--- src/rtl/otter_trap_ctrl.sv ---
// otter_trap_ctrl: trap/interrupt sequencer for the Otter machine-mode CSR file.
// Accepts ECALL/EBREAK/illegal/MRET/WFI and pending interrupts from decode,
// drives the CSR op for one cycle, stalls fetch/decode, then redirects the PC.
// WFI sleeps until an interrupt or, if WFI_TIMEOUT != 0, a cycle-bounded timeout.
// Optional: define OTTER_TRAP_VECTORED_EN for vectored interrupt entry
// (mtvec[1:0] == 2'b01 sends interrupts to base + 4*11).
// csr_op/csr_pc/stall must reach the CSR in the accepting cycle, so outputs are
// decoded from the registered state; all outputs are held at reset values while
// rst is high so a sequence cut short by reset never emits a redirect.
module otter_trap_ctrl #(
  parameter int unsigned WFI_TIMEOUT = 0,
  parameter int unsigned CNT_W       = 16
) (
  input  logic        clk,
  input  logic        rst,
  input  logic        instr_vld,
  input  logic [31:0] pc,
  input  logic        dec_ecall,
  input  logic        dec_ebreak,
  input  logic        dec_mret,
  input  logic        dec_wfi,
  input  logic        dec_illegal,
  input  logic        intrpt_vld,
  input  logic [31:0] mtvec,
  input  logic [31:0] mepc,
  output logic [2:0]  csr_op,
  output logic [31:0] csr_pc,
  output logic        stall,
  output logic        redirect,
  output logic [31:0] redirect_pc,
  output logic        sleeping
);

  // CSR op encodings, kept in step with otter_defines.vh
  localparam logic [2:0] CSR_OP_WFI    = 3'd0;
  localparam logic [2:0] CSR_OP_INTRPT = 3'd1;
  localparam logic [2:0] CSR_OP_TRAP   = 3'd2;
  localparam logic [2:0] CSR_OP_ECALL  = 3'd3;
  localparam logic [2:0] CSR_OP_EBREAK = 3'd4;
  localparam logic [2:0] CSR_OP_MRET   = 3'd5;

  localparam logic [CNT_W-1:0] TO_LAST =
    (WFI_TIMEOUT == 0) ? '0 : CNT_W'(WFI_TIMEOUT - 1);

  typedef enum logic [1:0] {IDLE, REDIR, WAIT} state_t;
  typedef enum logic [1:0] {TGT_TRAP, TGT_INTR, TGT_MRET, TGT_RESUME} tgt_t;

  state_t           state;
  tgt_t             tgt;
  logic [31:0]      wfi_pc;
  logic [CNT_W-1:0] wfi_cnt;

  logic        ev_take;
  logic        ev_wfi;
  logic [2:0]  ev_op;
  tgt_t        ev_tgt;
  logic        timeout_hit;
  logic [31:0] wfi_pc_next;
  logic [31:0] trap_target;

  assign wfi_pc_next = wfi_pc + 32'd4;
  assign timeout_hit = (WFI_TIMEOUT != 0) && (wfi_cnt == TO_LAST);

  // Fixed-priority event selection from the decode stage
  always_comb begin
    ev_take = 1'b0;
    ev_wfi  = 1'b0;
    ev_op   = CSR_OP_WFI;
    ev_tgt  = TGT_TRAP;
    if (instr_vld) begin
      if (intrpt_vld) begin
        ev_take = 1'b1; ev_op = CSR_OP_INTRPT; ev_tgt = TGT_INTR;
      end else if (dec_illegal) begin
        ev_take = 1'b1; ev_op = CSR_OP_TRAP;
      end else if (dec_ecall) begin
        ev_take = 1'b1; ev_op = CSR_OP_ECALL;
      end else if (dec_ebreak) begin
        ev_take = 1'b1; ev_op = CSR_OP_EBREAK;
      end else if (dec_mret) begin
        ev_take = 1'b1; ev_op = CSR_OP_MRET; ev_tgt = TGT_MRET;
      end else if (dec_wfi) begin
        ev_take = 1'b1; ev_wfi = 1'b1;
      end
    end
  end

  // Trap entry address from mtvec (direct, or vectored for interrupts)
  always_comb begin
    trap_target = mtvec & ~32'h3;
`ifdef OTTER_TRAP_VECTORED_EN
    if (tgt == TGT_INTR && mtvec[1:0] == 2'b01)
      trap_target = (mtvec & ~32'h3) + 32'd44;
`endif
  end

  // Sequencer state, latched target kind, WFI pc and sleep counter
  always_ff @(posedge clk) begin
    if (rst) begin
      state   <= IDLE;
      tgt     <= TGT_TRAP;
      wfi_pc  <= '0;
      wfi_cnt <= '0;
    end else begin
      case (state)
        IDLE: begin
          if (ev_take) begin
            if (ev_wfi) begin
              state   <= WAIT;
              wfi_pc  <= pc;
              wfi_cnt <= '0;
            end else begin
              state <= REDIR;
              tgt   <= ev_tgt;
            end
          end
        end
        WAIT: begin
          if (intrpt_vld) begin
            state <= REDIR;
            tgt   <= TGT_INTR;
          end else if (timeout_hit) begin
            state <= REDIR;
            tgt   <= TGT_RESUME;
          end else if (wfi_cnt != '1) begin
            wfi_cnt <= wfi_cnt + 1'b1;
          end
        end
        REDIR:   state <= IDLE;
        default: state <= IDLE;
      endcase
    end
  end

  // Output decode for the current state
  always_comb begin
    csr_op      = CSR_OP_WFI;
    csr_pc      = '0;
    stall       = 1'b0;
    redirect    = 1'b0;
    redirect_pc = '0;
    sleeping    = 1'b0;
    if (!rst) begin
      case (state)
        IDLE: begin
          if (ev_take) begin
            csr_op = ev_op;
            csr_pc = pc;
            stall  = 1'b1;
          end
        end
        WAIT: begin
          stall    = 1'b1;
          sleeping = 1'b1;
          if (intrpt_vld) begin
            csr_op = CSR_OP_INTRPT;
            csr_pc = wfi_pc_next;
          end
        end
        REDIR: begin
          stall    = 1'b1;
          redirect = 1'b1;
          case (tgt)
            TGT_MRET:   redirect_pc = mepc;
            TGT_RESUME: redirect_pc = wfi_pc_next;
            default:    redirect_pc = trap_target;
          endcase
        end
        default: ;
      endcase
    end
  end

endmodule

--- config.mk ---
export PLATFORM = sky130hd
export DESIGN_NAME = otter_trap_ctrl
export DESIGN_NICKNAME = d
export VERILOG_FILES = /design/src/rtl/otter_trap_ctrl.sv
export SDC_FILE = /design/constraint.sdc
export NUM_CORES = 1
export LEC_CHECK = 0
export CAP_MARGIN = 40
export CORE_AREA = 2 2 91 93
export DETAILED_ROUTE_END_ITERATION = 8
export DIE_AREA = 0 0 93 95
export GPL_TIMING_DRIVEN = 0
export PLACE_DENSITY = 0.86
export SLEW_MARGIN = 20
export SYNTH_ARGS = -nofsm -noshare
export SYNTH_HDL_FRONTEND = slang
export SYNTH_SLANG_ARGS = --single-unit
--- constraint.sdc ---
create_clock -name clk -period 5.6 [get_ports clk]
set_input_delay 1.12 -clock clk [delete_from_list [all_inputs] [get_ports clk]]
set_output_delay 1.12 -clock clk [all_outputs]
set_load 0.005 [all_outputs]
==> results of run 1 <==
[worst max-delay path: stages]
cell and delay, ns:
clkdlybuf4s50_1 0.61, nor3_1 0.13, a21oi_2 0.41, nor2b_1 0.23, buf_6 0.16, buf_2 0.23
nand2_1 0.07, o21ai_0 0.11, clkdlybuf4s50_1 0.56
[placed cells by master (no fill, tap or decap), drive strengths merged]
master,Yosys,routed
nor3b,5,5
o41ai,1,1
a311oi,1,1
nand3b,2,2
clkdlybuf4s50,0,171
nand4,11,11
o21ai,37,37
xor2,3,3
buf,16,16
ha,5,5
or3,1,1
nand2b,15,15
or2,3,3
and3,2,2
a21o,2,2
o211ai,3,3
mux2i,5,5
nor2,46,46
o21a,7,7
nor3,10,10
a211oi,2,2
nand2,94,94
nor2b,20,20
o31a,6,6
a31oi,1,1
o22ai,1,1
and2,5,5
nand3,11,11
clkbuf,24,32
xnor2,15,15
a22oi,14,14
inv,6,6
a21oi,75,75
dfxtp,36,36
mux2,1,1
and4,7,7
o21bai,1,1
nor4,11,11
a221oi,3,3
[final cells by class]
class	count	area share, %
plain buffers	40	3.75
clock buffers	8	1.70
inverters	6	0.424
multi-input cells	426	45.9
flip-flops and latches	36	13.6
well taps	105	2.47
repair buffers	171	32.2
[synth_stat cells (6+ instances only)]
master / instances
xnor2_1: 15
a21oi_1: 74
a22oi_1: 14
o21ai_0: 35
and4_1: 6
nor4_1: 8
nor3_1: 9
o21a_1: 7
nor2_1: 46
nor2b_1: 20
nand2_1: 94
nand4_1: 10
dfxtp_1: 36
clkbuf_1: 22
nand3_1: 10
inv_1: 6
nand2b_1: 14
buf_2: 7
[sequential cells by signal, indices dropped and copies added, names as in the netlist]
name	cells
wfi_pc	32
tgt	2
state	2
[logic make-up after synthesis]
kind of cell    after synthesis  synth area share, %
compound gates              154                 26.5
xor+xnor                     18                 4.67
fa+ha+maj                     5                 1.85
buf+inv                      46                 6.56
flops                        36                 21.3
mux                           6                 1.82
simple gates                243                 37.3
[path summary, 6_finish.rpt]
check                                  end  slack (ns)  cells past startpoint
worst max register to register  wfi_pc[25]        3.61                      8
worst min-delay path            wfi_pc[31]        0.48                      2
worst min register to register  wfi_pc[31]        0.48                      2
worst max-delay path            csr_pc[21]        0.85                      9
[metrics by stage]
| stage | cell area (um2) | power [mW] | util, % |
|---|---|---|---|
| after floorplan | 3380 | 0.340 | - |
| after global routing | 5310 | 0.701 | 67.0 |
| after global placement | 5220 | 0.477 | 65.8 |
| final | 5310 | 0.673 | 67.0 |
| after detailed placement | 5220 | 0.480 | 65.8 |
| after CTS | 5310 | 0.670 | 67.0 |
[routing by layer]
| layer | global-route usage [%] | routed length, um | part of all wire [%] | vias to the layer above |
|---|---|---|---|---|
| li1 | - | - | - | 2136 |
| met1 | 32.6 | 5010 | 38 | 2069 |
| met2 | 52.9 | 6530 | 49 | 242 |
| met3 | 7.58 | 1290 | 9.7 | 43 |
| met4 | 15.1 | 509 | 3.8 | 0 |
| met5 | 0 | 0 | 0 | - |
[power by group]
part | leakage, nW | internal (mW) | switching (mW)
logic | 1.44 | 0.127 | 0.0877
registers | 0.290 | 0.258 | 0.00208
clock network | 0.0455 | 0.100 | 0.0973
total | 1.78 | 0.486 | 0.187
==> flow_summary.yaml, run 1 <==
run_status:
  status: "complete, no violations"
min_path:
  hold_start: "wfi_pc[31]"
  min_path_type: "flip-flop to flip-flop"
critical_path:
  cp_max_fo: 10
  required_ns: 4.48
  crit_arrival_ns: 3.63
  startpoint_type: "input port"
  cp-startpoint: "intrpt_vld"
  critical_path_class: "input port to output port"
  endpoint_kind: "output port"
  r2r_start: "state[0]"
clocking:
  htreeDepth: 2
  cts-root-buf: "clkbuf_8"
  cts_setup_buffers: 0
  cts_tree: "done"
  cts_resized: 0
  clkSinkCount: 36
  numCtsBuffers: 5
  cts_max_path_buffers: 2
  hold_buffers: 0
  clkSlewWorstSetupHoldPaths_ns: 0.07
  clock_latency_ns: 0.29
sta:
  fin_crit_sh_pct: 84.8
  drv_slew: 0
  worst_pin_slew_ns: 0.646
  fmax_mhz: 211
  rsz0062_at_grt: "no"
  fin_setup_tns_ns: 0
  hold_slack_ns: 0.484
  period_minus_slack_ns: 4.75
  setup_viol: 0
  relSlewSlack_pct: 56.9
  hold_violations: 0
  layout_setup_ws_ns: 0.851
  skew_ns: 0.00345
routing:
  wl_per_cell_um: 16.8
  dr.pass1.iters: 5
  drc_errors: 0
  vias: 4490
  wl_um: 13300
  drtAntennaViolNets: 0
  drt_iter0_markers: 223
  avgViaCountPerCell: 5.67
synthesis:
  synth-seq-cells: 36
  synth_cell_types: 54
  synthCells: 508
  synth_edf_count: 0
  synth_top_area_cell: "dfxtp_1"
  syn_area_per_cell_um2: 6.65
  yosysWarnings: 0
  synth-seq-area-share_pct: 21.3
  syn_nets: 618
  mappedNetlistArea_um2: 3380
  synthFlopType: "dfxtp_1"
  netlist.area_leader.share_pct: 21.3
  ys_top_cells_by_area: "dfxtp_1 (21%), a21oi_1 (11%), nand2_1 (10%), o21ai_0 (5.2%), nor2_1 (5.1%)"
  async_reset_ff_share_pct: 0
die:
  io_pins: 175
  start_util_pct: 42.6
  row_count: 33
  fp.dieH_um: 95
  die_w_um: 93
  core-area_um2: 7930
  die_area_um2: 8840
placement:
  portBuffers: 171
  dp_hpwl_um: 10500
  dpl_worst_slack_ns: 0.892
  placedCellCount: 784
  gp_congestion: 0.880
cells_and_area:
  antenna_cells: 0
  ff_latch_area_um2: 721
  area_delta_synth_final_pct: 57.2
  nets: 796
  drive_above_1_share_pct: 5.68
  multi_input_area_um2: 2430
  final_cells: 792
  final.fill_count: 726
power_and_ir_drop:
  powerDensity_nw_per_um2: 127
  ir_drop_mv: 0.0801
  leakage_nw: 1.78
grt:
  grt_pass1_wl_um: 20600
  antenna_found_initial: 0
  grt_max_degree: 11
  first_global_vias: 4407
  grt_remaining_overflow: 0
  grt.total_usage_pct: 29.7
flow_run:
  drv_cap: 0
Note: power is estimated with default switching activity, not from simulation.
==> run 2, diff against run 1 <==
- CORE_AREA: 2 2 91 93 -> 2 2 99 101
- DIE_AREA: 0 0 93 95 -> 0 0 101 103
- PLACE_DENSITY: 0.86 -> 0.77
- clock period: 5.6 -> 4.1 ns (I/O delays scaled with it)
==> run 2 against run 1 <==
Against the previous run: wire length increased by 1.8%; largest power group unchanged; final area is 0.52% higher; clock-buffer cell count fell by 1; global-route usage decreased by 4.7 points; critical path depth decreased by 2; core utilization down 11 points; clock power is 40% higher; largest cell class unchanged.
==> flow_summary.yaml, run 2 (synthesized netlist as in run 1, its figures left out) <==
cells_and_area:
  area_delta_synth_final_pct: 58.1
  drive_above_1_share_pct: 6.25
  postLayoutCellArea_um2: 5340
  layout_common_cells: "clkdlybuf4s50_1 (171), nand2_1 (94), a21oi_1 (74)"
  largest_registers: "wfi_pc: 32 flops, state: 2 flops, tgt: 2 flops"
  antenna_cells: 0
  nets: 797
  largest_reg_flops: 32
  final_common_cell: "clkdlybuf4s50_1"
  final_cells: 802
  top_register: "wfi_pc"
sta:
  hold_violations: 0
  fmax_mhz: 256
  relSlewSlack_pct: 54.8
  period_minus_slack_ns: 3.91
  worst_pin_slew_ns: 0.678
  fin_crit_sh_pct: 95.3
  drv_slew: 0
  rsz0062_at_grt: "no"
  setup_viol: 0
  skew_ns: 0.00801
  fin_setup_tns_ns: 0
grt:
  grt_pass1_wl_um: 20500
  first_global_vias: 4283
  grt_remaining_overflow: 0
  grt_max_degree: 12
  antenna_found_initial: 0
  grt.total_usage_pct: 24.9
placement:
  gp_congestion: 0.886
  dpl_cell_area_um2: 5230
  portBuffers: 171
  placedCellCount: 793
  dp_hpwl_um: 10700
routing:
  vias: 4436
  dr.pass1.iters: 5
  drt_iter0_markers: 205
  drc_errors: 0
  drtAntennaViolNets: 0
  wl_per_cell_um: 16.9
  wl_um: 13600
  avgViaCountPerCell: 5.53
critical_path:
  critical_path_class: "input port to output port"
  crit_arrival_ns: 3.09
  r2r_cells: 8
  cp_max_fo: 10
  required_ns: 3.28
  startpoint_type: "input port"
  endpoint_kind: "output port"
clocking:
  clkSinkCount: 36
  hold_buffers: 0
  cts_max_path_buffers: 2
  htreeDepth: 2
  numCtsBuffers: 5
  cts_tree: "done"
  clkSlewWorstSetupHoldPaths_ns: 0.08
  cts-root-buf: "clkbuf_8"
  clock_latency_ns: 0.29
die:
  core-area_um2: 9460
  start_util_pct: 35.7
  fp.dieH_um: 103
  row_count: 36
  die_area_um2: 10400
  die_w_um: 101
  io_pins: 175
min_path:
  whs_path_depth: 2
  min_path_type: "flip-flop to flip-flop"
power_and_ir_drop:
  ir_drop_mv: 0.131
  powerDensity_nw_per_um2: 174
  leakage_nw: 1.78
run_status:
  status: "complete, no violations"
flow_run:
  drv_cap: 0
## run 2: cell count changes in the layout (fill, tap and decap cells not counted), sizes merged
cell      before  now
buf           16   17
clkbuf        32   31
clkinvlp       0    1
## run 2: cell type report
cell class	instances	area, um2
Buffer	40	200
Clock buffer	7	86.3
Clock inverter	1	7.51
Fill cell	922	4120
Inverter	6	22.5
Multi-Input combinational cell	426	2440
Sequential cell	36	721
Tap cell	114	143
Timing Repair Buffer	172	1720
## run 2: timing repair
| item | in CTS | in global routing |
|---|---|---|
| buffers inserted | 1 | 0 |
| pin swaps | 1 | 0 |
| resized for setup | 0 | 3 |
| setup endpoints to repair | 6 | 10 |
## run 2: worst max-delay path: stages
cell	delay (ns)
clkdlybuf4s50_1	0.59
and2_0	0.15
buf_2	0.20
nand2b_1	0.24
clkbuf_2	0.26
o21ai_0	0.26
clkdlybuf4s50_1	0.56
## run 2: worst paths after layout
kind / to / startpoint / slack, ns
worst max-delay path: csr_pc[22] / intrpt_vld / 0.19
worst min-delay path: wfi_pc[31] / wfi_pc[31] / 0.48
worst max register to register: wfi_pc[15] / state[0] / 2.11
worst min register to register: wfi_pc[31] / wfi_pc[31] / 0.48
## run 2: stage by stage
stage | worst slack (ns) | total power [mW] | hold slack, ns | utilization (%)
finish | 0.191 | 0.931 | 0.480 | 56.4
global route | 0.0427 | 0.968 | 0.503 | 56.4
CTS | 0.0294 | 0.930 | 0.478 | 56.4
detailed placement | -0.0351 | 0.657 | 0.467 | 55.3
global placement | -0.0387 | 0.653 | 0.457 | 55.3
floorplan | 1.39 | 0.465 | 0.449 | -
## run 2: metal layers
layer / track usage [%] / up-vias / part of all wire (%)
met1: 29.8 / 2056 / 40
met3: 5.08 / 17 / 9.3
met4: 7.28 / 0 / 1.8
met5: 0 / - / 0
met2: 45.2 / 222 / 49
li1: - / 2141 / -
## run 2: where the power goes
group	internal [mW]	switching (mW)	leakage (nW)
Combinational	0.175	0.123	1.45
Sequential	0.353	0.00310	0.290
Clock	0.137	0.141	0.0445
==> run 3, diff against run 2 <==
- CELL_PAD_IN_SITES_DETAIL_PLACEMENT: default -> 0
- CELL_PAD_IN_SITES_GLOBAL_PLACEMENT: default -> 1
- CORE_AREA: 2 2 99 101 -> 2 2 122 124
- DIE_AREA: 0 0 101 103 -> 0 0 124 126
- PLACE_DENSITY: 0.77 -> default
- PLACE_DENSITY_LB_ADDON: default -> 0.1
==> run 3 against run 2 <==
Against the previous run: non-clock buffer count is 2 higher; global-route usage is 5.6 points lower; final area is 3.0% higher; die area is 50% higher; critical path type unchanged; critical endpoint is now csr_pc[0]; highest routed layer unchanged.
==> flow_summary.yaml, run 3 (synthesized netlist as in run 1, its figures left out) <==
die:
  die_area_um2: 15600
  die_w_um: 124
  start_util_pct: 23.6
  row_count: 44
  core-area_um2: 14300
  fp.dieH_um: 126
  io_pins: 175
routing:
  dr.pass1.iters: 7
  avgViaCountPerCell: 4.92
  vias: 4299
  wl_per_cell_um: 17.6
  drc_errors: 0
  drt_iter0_markers: 242
  wl_um: 15400
  drtAntennaViolNets: 0
placement:
  gp_congestion: 0.842
  dpl_cell_area_um2: 5320
  dp_hpwl_um: 12100
  placedCellCount: 863
  portBuffers: 171
sta:
  fmax_mhz: 253
  fin_crit_sh_pct: 96.4
  period_minus_slack_ns: 3.95
  skew_ns: 0.00226
  drv_slew: 0
  relSlewSlack_pct: 54.9
  worst_pin_slew_ns: 0.676
  hold_slack_ns: 0.471
  setup_viol: 0
  rsz0062_at_grt: "no"
  hold_violations: 0
cells_and_area:
  layout_common_cells: "clkdlybuf4s50_1 (171), nand2_1 (94), a21oi_1 (74)"
  area_delta_synth_final_pct: 62.8
  final.fill_count: 1552
  final_common_cell: "clkdlybuf4s50_1"
  final_cells: 874
  drive_above_1_share_pct: 6.68
  ff_latch_area_um2: 721
  top_register: "wfi_pc"
  largest_registers: "wfi_pc: 32 flops, state: 2 flops, tgt: 2 flops"
  multi_input_area_um2: 2450
  postLayoutCellArea_um2: 5500
  finish.utilization_pct: 38.4
  largest_reg_flops: 32
  nets: 799
grt:
  grt_max_degree: 11
  antenna_found_initial: 1
  first_global_vias: 4297
  grt_pass1_wl_um: 23300
  grt.total_usage_pct: 19.4
  grt_remaining_overflow: 0
run_status:
  status: "complete, no violations"
clocking:
  cts_max_path_buffers: 2
  hold_buffers: 0
  htreeDepth: 2
  cts_tree: "done"
  numCtsBuffers: 5
  clkSlewWorstSetupHoldPaths_ns: 0.06
  clkSinkCount: 36
  cts-root-buf: "clkbuf_16"
  clock_latency_ns: 0.27
critical_path:
  critical_path_class: "input port to output port"
  startpoint_type: "input port"
  endpoint_kind: "output port"
  cp_max_fo: 10
  crit_arrival_ns: 3.13
  required_ns: 3.28
power_and_ir_drop:
  ir_drop_mv: 0.135
  leakage_nw: 1.82
  fin_total_pwr_mw: 1.02
  powerDensity_nw_per_um2: 186
flow_run:
  drv_cap: 0
min_path:
  min_path_type: "flip-flop to flip-flop"
## run 3: final timing paths
| check | slack [ns] | start | end | depth (start not counted) |
|---|---|---|---|---|
| worst min-delay path | 0.47 | wfi_pc[31] | wfi_pc[31] | 2 |
| worst max-delay path | 0.15 | intrpt_vld | csr_pc[0] | 8 |
| worst min register to register | 0.47 | wfi_pc[31] | wfi_pc[31] | 2 |
| worst max register to register | 1.97 | state[0] | wfi_pc[26] | 8 |
## run 3: routing by layer
layer  vias to the layer above  part of all wire (%)  track usage, %  wire (um)
met4                         0                   2.0            5.16        313
met1                      1974                    44            25.5       6700
met5                         -                     0               0          0
met3                        16                   8.4            4.21       1290
met2                       167                    46            31.8       7050
li1                       2142                     -               -          -
## run 3: critical path, stage by stage
cell and delay [ns]:
clkdlybuf4s50_1 0.52, nor3_1 0.44, a21oi_4 0.16, buf_4 0.17, clkbuf_2 0.23, a22oi_1 0.24, nor2_1 0.08, clkdlybuf4s50_1 0.47
## run 3: cell type report
class,count,share of cell area [%]
clock buffer,6,2.34
tap,184,4.19
buffer,39,3.57
multi-input combinational,426,44.5
clock inverter,1,0.0911
sequential,36,13.1
timing repair buffer,175,31.7
inverter,6,0.410
antenna,1,0.0455
## run 3: repair_timing
item                       CTS  global route
setup endpoints to repair   20            10
gates resized for setup      3             3
setup buffers                0             4
## run 3: through the flow
step / setup WS, ns / TNS, ns
floorplan: 1.39 / 0
global placement: -0.120 / -1.24
detailed placement: -0.0724 / -0.885
CTS: 0.0491 / 0
global route: 0.0243 / 0
finish: 0.148 / 0
## run 3: where the power goes
part	switching, mW	internal [mW]	total [mW]
registers	0.00283	0.353	0.356
clock network	0.142	0.221	0.363
logic	0.125	0.179	0.304
total	0.270	0.753	1.02
